### src/rtl/scan_decoder_pkg.sv
// Shared types and helpers for the scan decoder: FSM states, mode encodings
// and a width-bounded one-hot generator.
package scan_decoder_pkg;

    typedef enum logic [1:0] {
        IDLE   = 2'd0,
        DIRECT = 2'd1,
        SCAN   = 2'd2
    } state_t;

    localparam logic MODE_DIRECT = 1'b0;
    localparam logic MODE_SCAN   = 1'b1;

    localparam int ONEHOT_MAX = 256;

    // Indices at or beyond width yield all-zero, so callers never see a stray bit.
    function automatic logic [ONEHOT_MAX-1:0] onehot(input int idx, input int width);
        logic [ONEHOT_MAX-1:0] v;
        v = '0;
        if (idx >= 0 && idx < width && idx < ONEHOT_MAX) begin
            v = {{(ONEHOT_MAX-1){1'b0}}, 1'b1} << idx;
        end
        return v;
    endfunction

endpackage

### src/rtl/scan_decoder_if.sv
// Control and one-hot output bundle of the scan decoder; master drives the
// select/mode side, slave is the decoder.
interface scan_decoder_if #(
    parameter int SEL_W   = 3,
    parameter int OUT_W   = 8,
    parameter int DWELL_W = 8
);
    logic               en;
    logic               mode;
    logic               sel_valid;
    logic               sel_ready;
    logic [SEL_W-1:0]   sel;
    logic [DWELL_W-1:0] dwell;
    logic [OUT_W-1:0]   out;
    logic               out_valid;
    logic [SEL_W-1:0]   cur_idx;
    logic               wrap;
    logic               err;

    modport master (
        output en, mode, sel_valid, sel, dwell,
        input  sel_ready, out, out_valid, cur_idx, wrap, err
    );

    modport slave (
        input  en, mode, sel_valid, sel, dwell,
        output sel_ready, out, out_valid, cur_idx, wrap, err
    );
endinterface

### src/rtl/scan_dwell_timer.sv
// Loadable down-counter timing how long each scan line stays lit; expire is
// combinational and rises once the loaded count has run down to zero.
module scan_dwell_timer #(
    parameter int DWELL_W = 8
) (
    input  logic               clk,
    input  logic               rst_n,
    input  logic               clear,
    input  logic               load,
    input  logic [DWELL_W-1:0] load_val,
    output logic               expire
);
    logic [DWELL_W-1:0] cnt;

    always_ff @(posedge clk or negedge rst_n) begin
        if (!rst_n) begin
            cnt <= '0;
        end else if (clear) begin
            cnt <= '0;
        end else if (load) begin
            cnt <= load_val;
        end else if (cnt != '0) begin
            cnt <= cnt - 1'b1;
        end
    end

    assign expire = (cnt == '0) & ~clear;

endmodule

### src/rtl/scan_decoder.sv
// Registered binary-to-one-hot decoder with handshaked direct selects or a timed
// scan sweep; one cycle input-to-output, sel_ready is en & ~mode (no stalls).
module scan_decoder
    import scan_decoder_pkg::*;
#(
    parameter int SEL_W   = 3,
    parameter int OUT_W   = 8,
    parameter int DWELL_W = 8
) (
    input logic           clk,
    input logic           rst_n,
    scan_decoder_if.slave bus
);
    localparam int               SEL_W1   = SEL_W + 1;
    localparam logic [SEL_W:0]   LINES    = SEL_W1'(OUT_W);
    localparam logic [SEL_W-1:0] LAST_IDX = SEL_W'(OUT_W - 1);

    state_t             state, state_nxt;
    logic [OUT_W-1:0]   out_q, out_nxt;
    logic               vld_q, vld_nxt;
    logic [SEL_W-1:0]   idx_q, idx_nxt;
    logic               wrap_q, wrap_nxt;
    logic               err_q, err_nxt;
    logic [DWELL_W-1:0] hold_q, hold_nxt;
    logic [DWELL_W-1:0] tmr_val;
    logic               tmr_load;
    logic               expire;
    logic               scan_go, direct_go, xfer, sel_oob;

    function automatic logic [OUT_W-1:0] line_of(input logic [SEL_W-1:0] i);
        return OUT_W'(onehot(int'(i), OUT_W));
    endfunction

    assign scan_go   = bus.en & (bus.mode == MODE_SCAN);
    assign direct_go = bus.en & (bus.mode == MODE_DIRECT);
    assign xfer      = bus.sel_valid & direct_go;
    assign sel_oob   = {1'b0, bus.sel} >= LINES;

    always_ff @(posedge clk or negedge rst_n) begin
        if (!rst_n) begin
            state <= IDLE;
        end else begin
            state <= state_nxt;
        end
    end

    // Target state depends only on en/mode, so the mode change always wins over a dwell expiry.
    always_comb begin
        state_nxt = state;
        if (!bus.en) begin
            state_nxt = IDLE;
        end else if (bus.mode == MODE_SCAN) begin
            state_nxt = SCAN;
        end else begin
            state_nxt = DIRECT;
        end
    end

    always_comb begin
        out_nxt  = out_q;
        vld_nxt  = vld_q;
        idx_nxt  = idx_q;
        wrap_nxt = 1'b0;
        err_nxt  = 1'b0;
        hold_nxt = hold_q;
        tmr_load = 1'b0;
        tmr_val  = hold_q;
        case (state_nxt)
            DIRECT: begin
                if (state == SCAN) begin
                    out_nxt = '0;
                    vld_nxt = 1'b0;
                end
                if (xfer) begin
                    if (sel_oob) begin
                        out_nxt = '0;
                        vld_nxt = 1'b0;
                        err_nxt = 1'b1;
                    end else begin
                        out_nxt = line_of(bus.sel);
                        vld_nxt = 1'b1;
                        idx_nxt = bus.sel;
                    end
                end
            end
            SCAN: begin
                if (state != SCAN) begin
                    idx_nxt  = '0;
                    out_nxt  = line_of('0);
                    vld_nxt  = 1'b1;
                    hold_nxt = bus.dwell;
                    tmr_load = 1'b1;
                    tmr_val  = bus.dwell;
                end else if (expire) begin
                    tmr_load = 1'b1;
                    if (idx_q == LAST_IDX) begin
                        // dwell is only resampled at the wrap, never mid-sweep
                        idx_nxt  = '0;
                        wrap_nxt = 1'b1;
                        hold_nxt = bus.dwell;
                        tmr_val  = bus.dwell;
                    end else begin
                        idx_nxt = idx_q + 1'b1;
                    end
                    out_nxt = line_of(idx_nxt);
                end
            end
            default: begin
                out_nxt = '0;
                vld_nxt = 1'b0;
                idx_nxt = '0;
            end
        endcase
    end

    always_ff @(posedge clk or negedge rst_n) begin
        if (!rst_n) begin
            out_q  <= '0;
            vld_q  <= 1'b0;
            idx_q  <= '0;
            wrap_q <= 1'b0;
            err_q  <= 1'b0;
            hold_q <= '0;
        end else begin
            out_q  <= out_nxt;
            vld_q  <= vld_nxt;
            idx_q  <= idx_nxt;
            wrap_q <= wrap_nxt;
            err_q  <= err_nxt;
            hold_q <= hold_nxt;
        end
    end

    scan_dwell_timer #(.DWELL_W(DWELL_W)) u_timer (
        .clk      (clk),
        .rst_n    (rst_n),
        .clear    (~scan_go),
        .load     (tmr_load),
        .load_val (tmr_val),
        .expire   (expire)
    );

    assign bus.sel_ready = direct_go;
    assign bus.out       = out_q;
    assign bus.out_valid = vld_q;
    assign bus.cur_idx   = idx_q;
    assign bus.wrap      = wrap_q;
    assign bus.err       = err_q;

endmodule

### src/flat_wrapper.sv
// flat-port wrapper written by rule: the top's interface ports become plain ports
module scan_decoder_flat import scan_decoder_pkg::*;
#(
    parameter int SEL_W   = 3,
    parameter int OUT_W   = 8,
    parameter int DWELL_W = 8
)
  (clk, rst_n, bus_en, bus_mode, bus_sel_valid, bus_sel, bus_dwell, bus_sel_ready, bus_out, bus_out_valid, bus_cur_idx, bus_wrap, bus_err);
  scan_decoder_if #(.SEL_W(SEL_W), .OUT_W(OUT_W), .DWELL_W(DWELL_W)) bus_i ();
  input logic clk;
  input logic rst_n;
  input wire logic [$bits(bus_i.en)-1:0] bus_en;
  input wire logic [$bits(bus_i.mode)-1:0] bus_mode;
  input wire logic [$bits(bus_i.sel_valid)-1:0] bus_sel_valid;
  input wire logic [$bits(bus_i.sel)-1:0] bus_sel;
  input wire logic [$bits(bus_i.dwell)-1:0] bus_dwell;
  output wire logic [$bits(bus_i.sel_ready)-1:0] bus_sel_ready;
  output wire logic [$bits(bus_i.out)-1:0] bus_out;
  output wire logic [$bits(bus_i.out_valid)-1:0] bus_out_valid;
  output wire logic [$bits(bus_i.cur_idx)-1:0] bus_cur_idx;
  output wire logic [$bits(bus_i.wrap)-1:0] bus_wrap;
  output wire logic [$bits(bus_i.err)-1:0] bus_err;
  assign bus_i.en = bus_en;
  assign bus_i.mode = bus_mode;
  assign bus_i.sel_valid = bus_sel_valid;
  assign bus_i.sel = bus_sel;
  assign bus_i.dwell = bus_dwell;
  assign bus_sel_ready = bus_i.sel_ready;
  assign bus_out = bus_i.out;
  assign bus_out_valid = bus_i.out_valid;
  assign bus_cur_idx = bus_i.cur_idx;
  assign bus_wrap = bus_i.wrap;
  assign bus_err = bus_i.err;
  scan_decoder #(.SEL_W(SEL_W), .OUT_W(OUT_W), .DWELL_W(DWELL_W)) u_core (.clk(clk), .rst_n(rst_n), .bus(bus_i));
endmodule
### config.mk
export PLATFORM = sky130hd
export DESIGN_NAME = scan_decoder_flat
export DESIGN_NICKNAME = d
export VERILOG_FILES = /design/src/rtl/scan_decoder_pkg.sv /design/src/rtl/scan_decoder_if.sv /design/src/rtl/scan_dwell_timer.sv /design/src/rtl/scan_decoder.sv /design/src/flat_wrapper.sv
export SDC_FILE = /design/constraint.sdc
export NUM_CORES = 1
export LEC_CHECK = 0
export ABC_CLOCK_PERIOD_IN_PS = 2170
export BUFFER_PORTS_ARGS = -buffer_cell sky130_fd_sc_hd__buf_2
export CORE_ASPECT_RATIO = 0.75
export CORE_UTILIZATION = 35
export CTS_CLUSTER_DIAMETER = 80
export DETAILED_ROUTE_END_ITERATION = 12
export GPL_ROUTABILITY_DRIVEN = 0
export PLACE_DENSITY_LB_ADDON = 0.25
export SETUP_SLACK_MARGIN = 0.15
export SYNTH_ARGS = -nofsm -noshare
export SYNTH_HDL_FRONTEND = slang
export SYNTH_SLANG_ARGS = --single-unit
### constraint.sdc
create_clock -name clk -period 2.17 [get_ports clk]
set_input_delay 0.434 -clock clk [delete_from_list [all_inputs] [get_ports clk]]
set_output_delay 0.434 -clock clk [all_outputs]
set_load 0.02 [all_outputs]
==> metrics <==
detailed-router iteration count before antenna repair 4; TritonCTS buffer count 5; most frequently used flop master after synthesis sky130_fd_sc_hd__dfrtp_1; category of the worst setup path capture point register; area enclosed by the die boundary 5290 sq um; reg-to-reg critical path startpoint u_core.u_timer.cnt[2]$_DFFE_PN0P_; Worst EP required 2.35 ns; via count of the first global-routing pass 1340; number of remaining DRC errors 0; antenna viol nets, final 0; global routing met1 resource utilization 22.1%; setup repair after global routing missed its margin false; Worst EP arrival 2.05 ns; leakage dissipation 0.990 nW; Final TNS setup 0 ns; post-CTS repair timing setup buffer count 0; Root Buffer sky130_fd_sc_hd__clkbuf_8; most common cell in the synthesized netlist sky130_fd_sc_hd__dfrtp_1; average vias per placed instance 5.46; dpl cells 245; kind of critical path register to register; instance count of the mapped netlist 158; portion of synthesized cell area occupied by the leading cell type 44.3%; R2R setup slack 0.30 ns; number of vias in the routed layout 1382; Max Fanout on Critical Path 8; Longest Clk Path Bufs 2; y dimension of the die 63.3 um; leading post-synthesis cells by cell area sky130_fd_sc_hd__dfrtp_1 44%, sky130_fd_sc_hd__mux2_4 6.9%, sky130_fd_sc_hd__mux2_2 5.1%; final non-filler cell total 253; sequential share of the synthesized area 44.3%; P&R area growth vs syn 18.6%; top post-synthesis cells by count 31 x sky130_fd_sc_hd__dfrtp_1, 11 x sky130_fd_sc_hd__nor2_1; post-detailed-routing wire length 3940 um; largest stage delay on the critical path 0.45 ns; # port buffers 29; share of cells above drive strength 1 33.2%; clock tree from TritonCTS built; clock slew at reported path FFs 0.07 ns; Fmax achieved 534 MHz; largest voltage drop on the vdd net 0.000339 V; number of antenna violations at the first check in global routing 0; antenna cells 0; cell type of the slowest stage on the worst timing path sky130_fd_sc_hd__dfrtp_1; Nets 218; Min Clock Period, post-route 1.87 ns; number of fill cells in the layout 437; instance area at placement 1990 sq um; H-tree depth reported by CTS 2; clock latency at the later pin of the worst-skew pair 0.29 ns; worst-path cell chain nor4_4, nand3_2, a32o_1, mux2_4; Finished Core Util 44.9%; leading area contributor after synthesis sky130_fd_sc_hd__dfrtp_1; total half-perimeter wirelength after legalization and detailed placement 2920 um; DIE WIDTH 83.7 um; number of warnings printed during yosys synthesis 0; count of flip-flops with a built-in enable after synthesis 0; placeable core region 4620 sq um; clock sinks 31; overall global routing resource usage 15.9%; cell area after synthesis 1750 sq um; layer with the highest usage after global routing met2; number of hold violations in the final report 0; worst hold path class input port to async pin; Post-Syn Nets 181; number of storage elements in the synthesis netlist 31; endpoints failing setup 0; met2 Resource Use GR 23.0%; power density of the placed cells 655 nW/um^2; proportion of synthesized flip-flops having asynchronous set or reset 100%; worst reg2reg endpoint u_core.bus.out[1]$_DFFE_PN0P_; r2r worst-path depth 4; effective utilization at floorplan 37.9%; result of the run completed; post-synthesis cell type count 42; violation count after the first detailed-route iteration 70; wire length of the first global-routing pass 6560 um; post-DR wirelength/cell 15.6 um; sum of overflow across all layers after global routing 0; largest net degree at the start of global routing 32; final worst path period share 86.3%; relative max-transition margin 52.9%; number of cell rows 21; Least-Margin Pin Slew 0.706 ns; post-route design area 2080 sq um; max-capacitance violation count 0; met3 usage in global routing 5.90%; total power 0.00136 W; io pins 31; final-report max-slew violation count 0; Post-Synthesis Mean Instance Area 11.1 sq um; clock skew 0.0119 ns; type of element launching the critical path register
[cell families after synthesis]
family,Yosys count,share of synthesized area [%]
multiplexers,20,14.3
buffers and inverters,14,3.64
XOR/XNOR,4,2.00
other,1,0.214
adder cells (fa/ha/maj),7,5.00
AND/OR/NAND/NOR,43,15.0
flip-flops,31,44.3
AO/OA/AOI/OAI,38,15.6
[registers in the layout (all words and copies together) (netlist names)]
signal	count
u_core.bus.cur_idx	3
u_core.state	2
u_core.u_timer.cnt	8
u_core.bus.wrap	1
u_core.bus.out_valid	1
u_core.hold_q	8
u_core.bus.out	8
[layer usage]
metal  routed length [um]  up-vias
met5                    0        -
met2                 1800       29
li1                     -      653
met1                 1940      697
met3                  176        3
met4                   30        0
[cell type report]
type                            instances  area (sq um)  area share, %
Clock inverter                          2          12.5          0.602
Clock buffer                            6          72.6           3.49
Timing Repair Buffer                   36           198           9.52
Inverter                                8          30.0           1.45
Tap cell                               57          71.3           3.43
Sequential cell                        31           776           37.3
Multi-Input combinational cell        113           917           44.2
[through the flow]
stage | hold WS (ns) | setup slack (ns)
global placement | 0.487 | 0.309
detailed placement | 0.490 | 0.246
finish | 0.188 | 0.297
global route | 0.233 | 0.189
CTS | 0.209 | 0.227
floorplan | 0.138 | 0.310
[critical path, delay by kind of cell, from the launching register on]
kind / cells / cell delay, ns
DFF: 1 / 0.45
and+or+nand+nor: 2 / 0.55
muxes: 1 / 0.36
AOI/OAI and AO/OA: 1 / 0.41
[worst max path at each step]
stage | startpoint | endpoint | slack [ns] | cells after the start
6_report | u_core.u_timer.cnt[2]$_DFFE_PN0P_ | u_core.bus.out[1]$_DFFE_PN0P_ | 0.30 | 4
5_1_grt | u_core.bus.cur_idx[0]$_DFFE_PN0P_ | u_core.bus.out[4]$_DFFE_PN0P_ | 0.19 | 7
4_1_cts | u_core.u_timer.cnt[2]$_DFFE_PN0P_ | u_core.bus.cur_idx[0]$_DFFE_PN0P_ | 0.23 | 5
3_5_place_dp | u_core.u_timer.cnt[2]$_DFFE_PN0P_ | u_core.bus.cur_idx[0]$_DFFE_PN0P_ | 0.25 | 5
3_3_place_gp | u_core.u_timer.cnt[2]$_DFFE_PN0P_ | u_core.bus.cur_idx[2]$_DFFE_PN0P_ | 0.31 | 5
2_1_floorplan | u_core.u_timer.cnt[2]$_DFFE_PN0P_ | u_core.bus.out[0]$_DFFE_PN0P_ | 0.31 | 5
[where the power goes]
group	switching (W)	internal, W	total, W
Combinational	0.000144	0.000119	0.000264
Sequential	0.0000356	0.000623	0.000659
Clock	0.000214	0.000224	0.000437
[what timing repair did]
item                       in CTS  in global routing
hold buffers                    0                  0
resized for setup               0                  1
setup endpoints to repair       0                  1
[placed cells by master (no fill, tap or decap), types with 2 or more instances in the layout]
cell type and instances:
sky130_fd_sc_hd__dfrtp_1 31, sky130_fd_sc_hd__buf_4 7, sky130_fd_sc_hd__mux2i_1 4, sky130_fd_sc_hd__ha_1 7, sky130_fd_sc_hd__inv_1 8, sky130_fd_sc_hd__a31oi_1 3, sky130_fd_sc_hd__a21oi_1 7, sky130_fd_sc_hd__nor3b_1 2
sky130_fd_sc_hd__nor2b_1 5, sky130_fd_sc_hd__a22o_1 6, sky130_fd_sc_hd__nand2b_1 3, sky130_fd_sc_hd__nor2_1 11, sky130_fd_sc_hd__a211oi_1 3, sky130_fd_sc_hd__nor4_1 3, sky130_fd_sc_hd__xnor2_1 3, sky130_fd_sc_hd__clkbuf_8 5
sky130_fd_sc_hd__o21ai_0 8, sky130_fd_sc_hd__mux2_4 8, sky130_fd_sc_hd__or3_1 2, sky130_fd_sc_hd__nor3_1 6, sky130_fd_sc_hd__and3_1 4, sky130_fd_sc_hd__buf_2 29, sky130_fd_sc_hd__mux2_2 8, sky130_fd_sc_hd__a32o_1 2
Note: power is estimated with default switching activity, not from simulation.
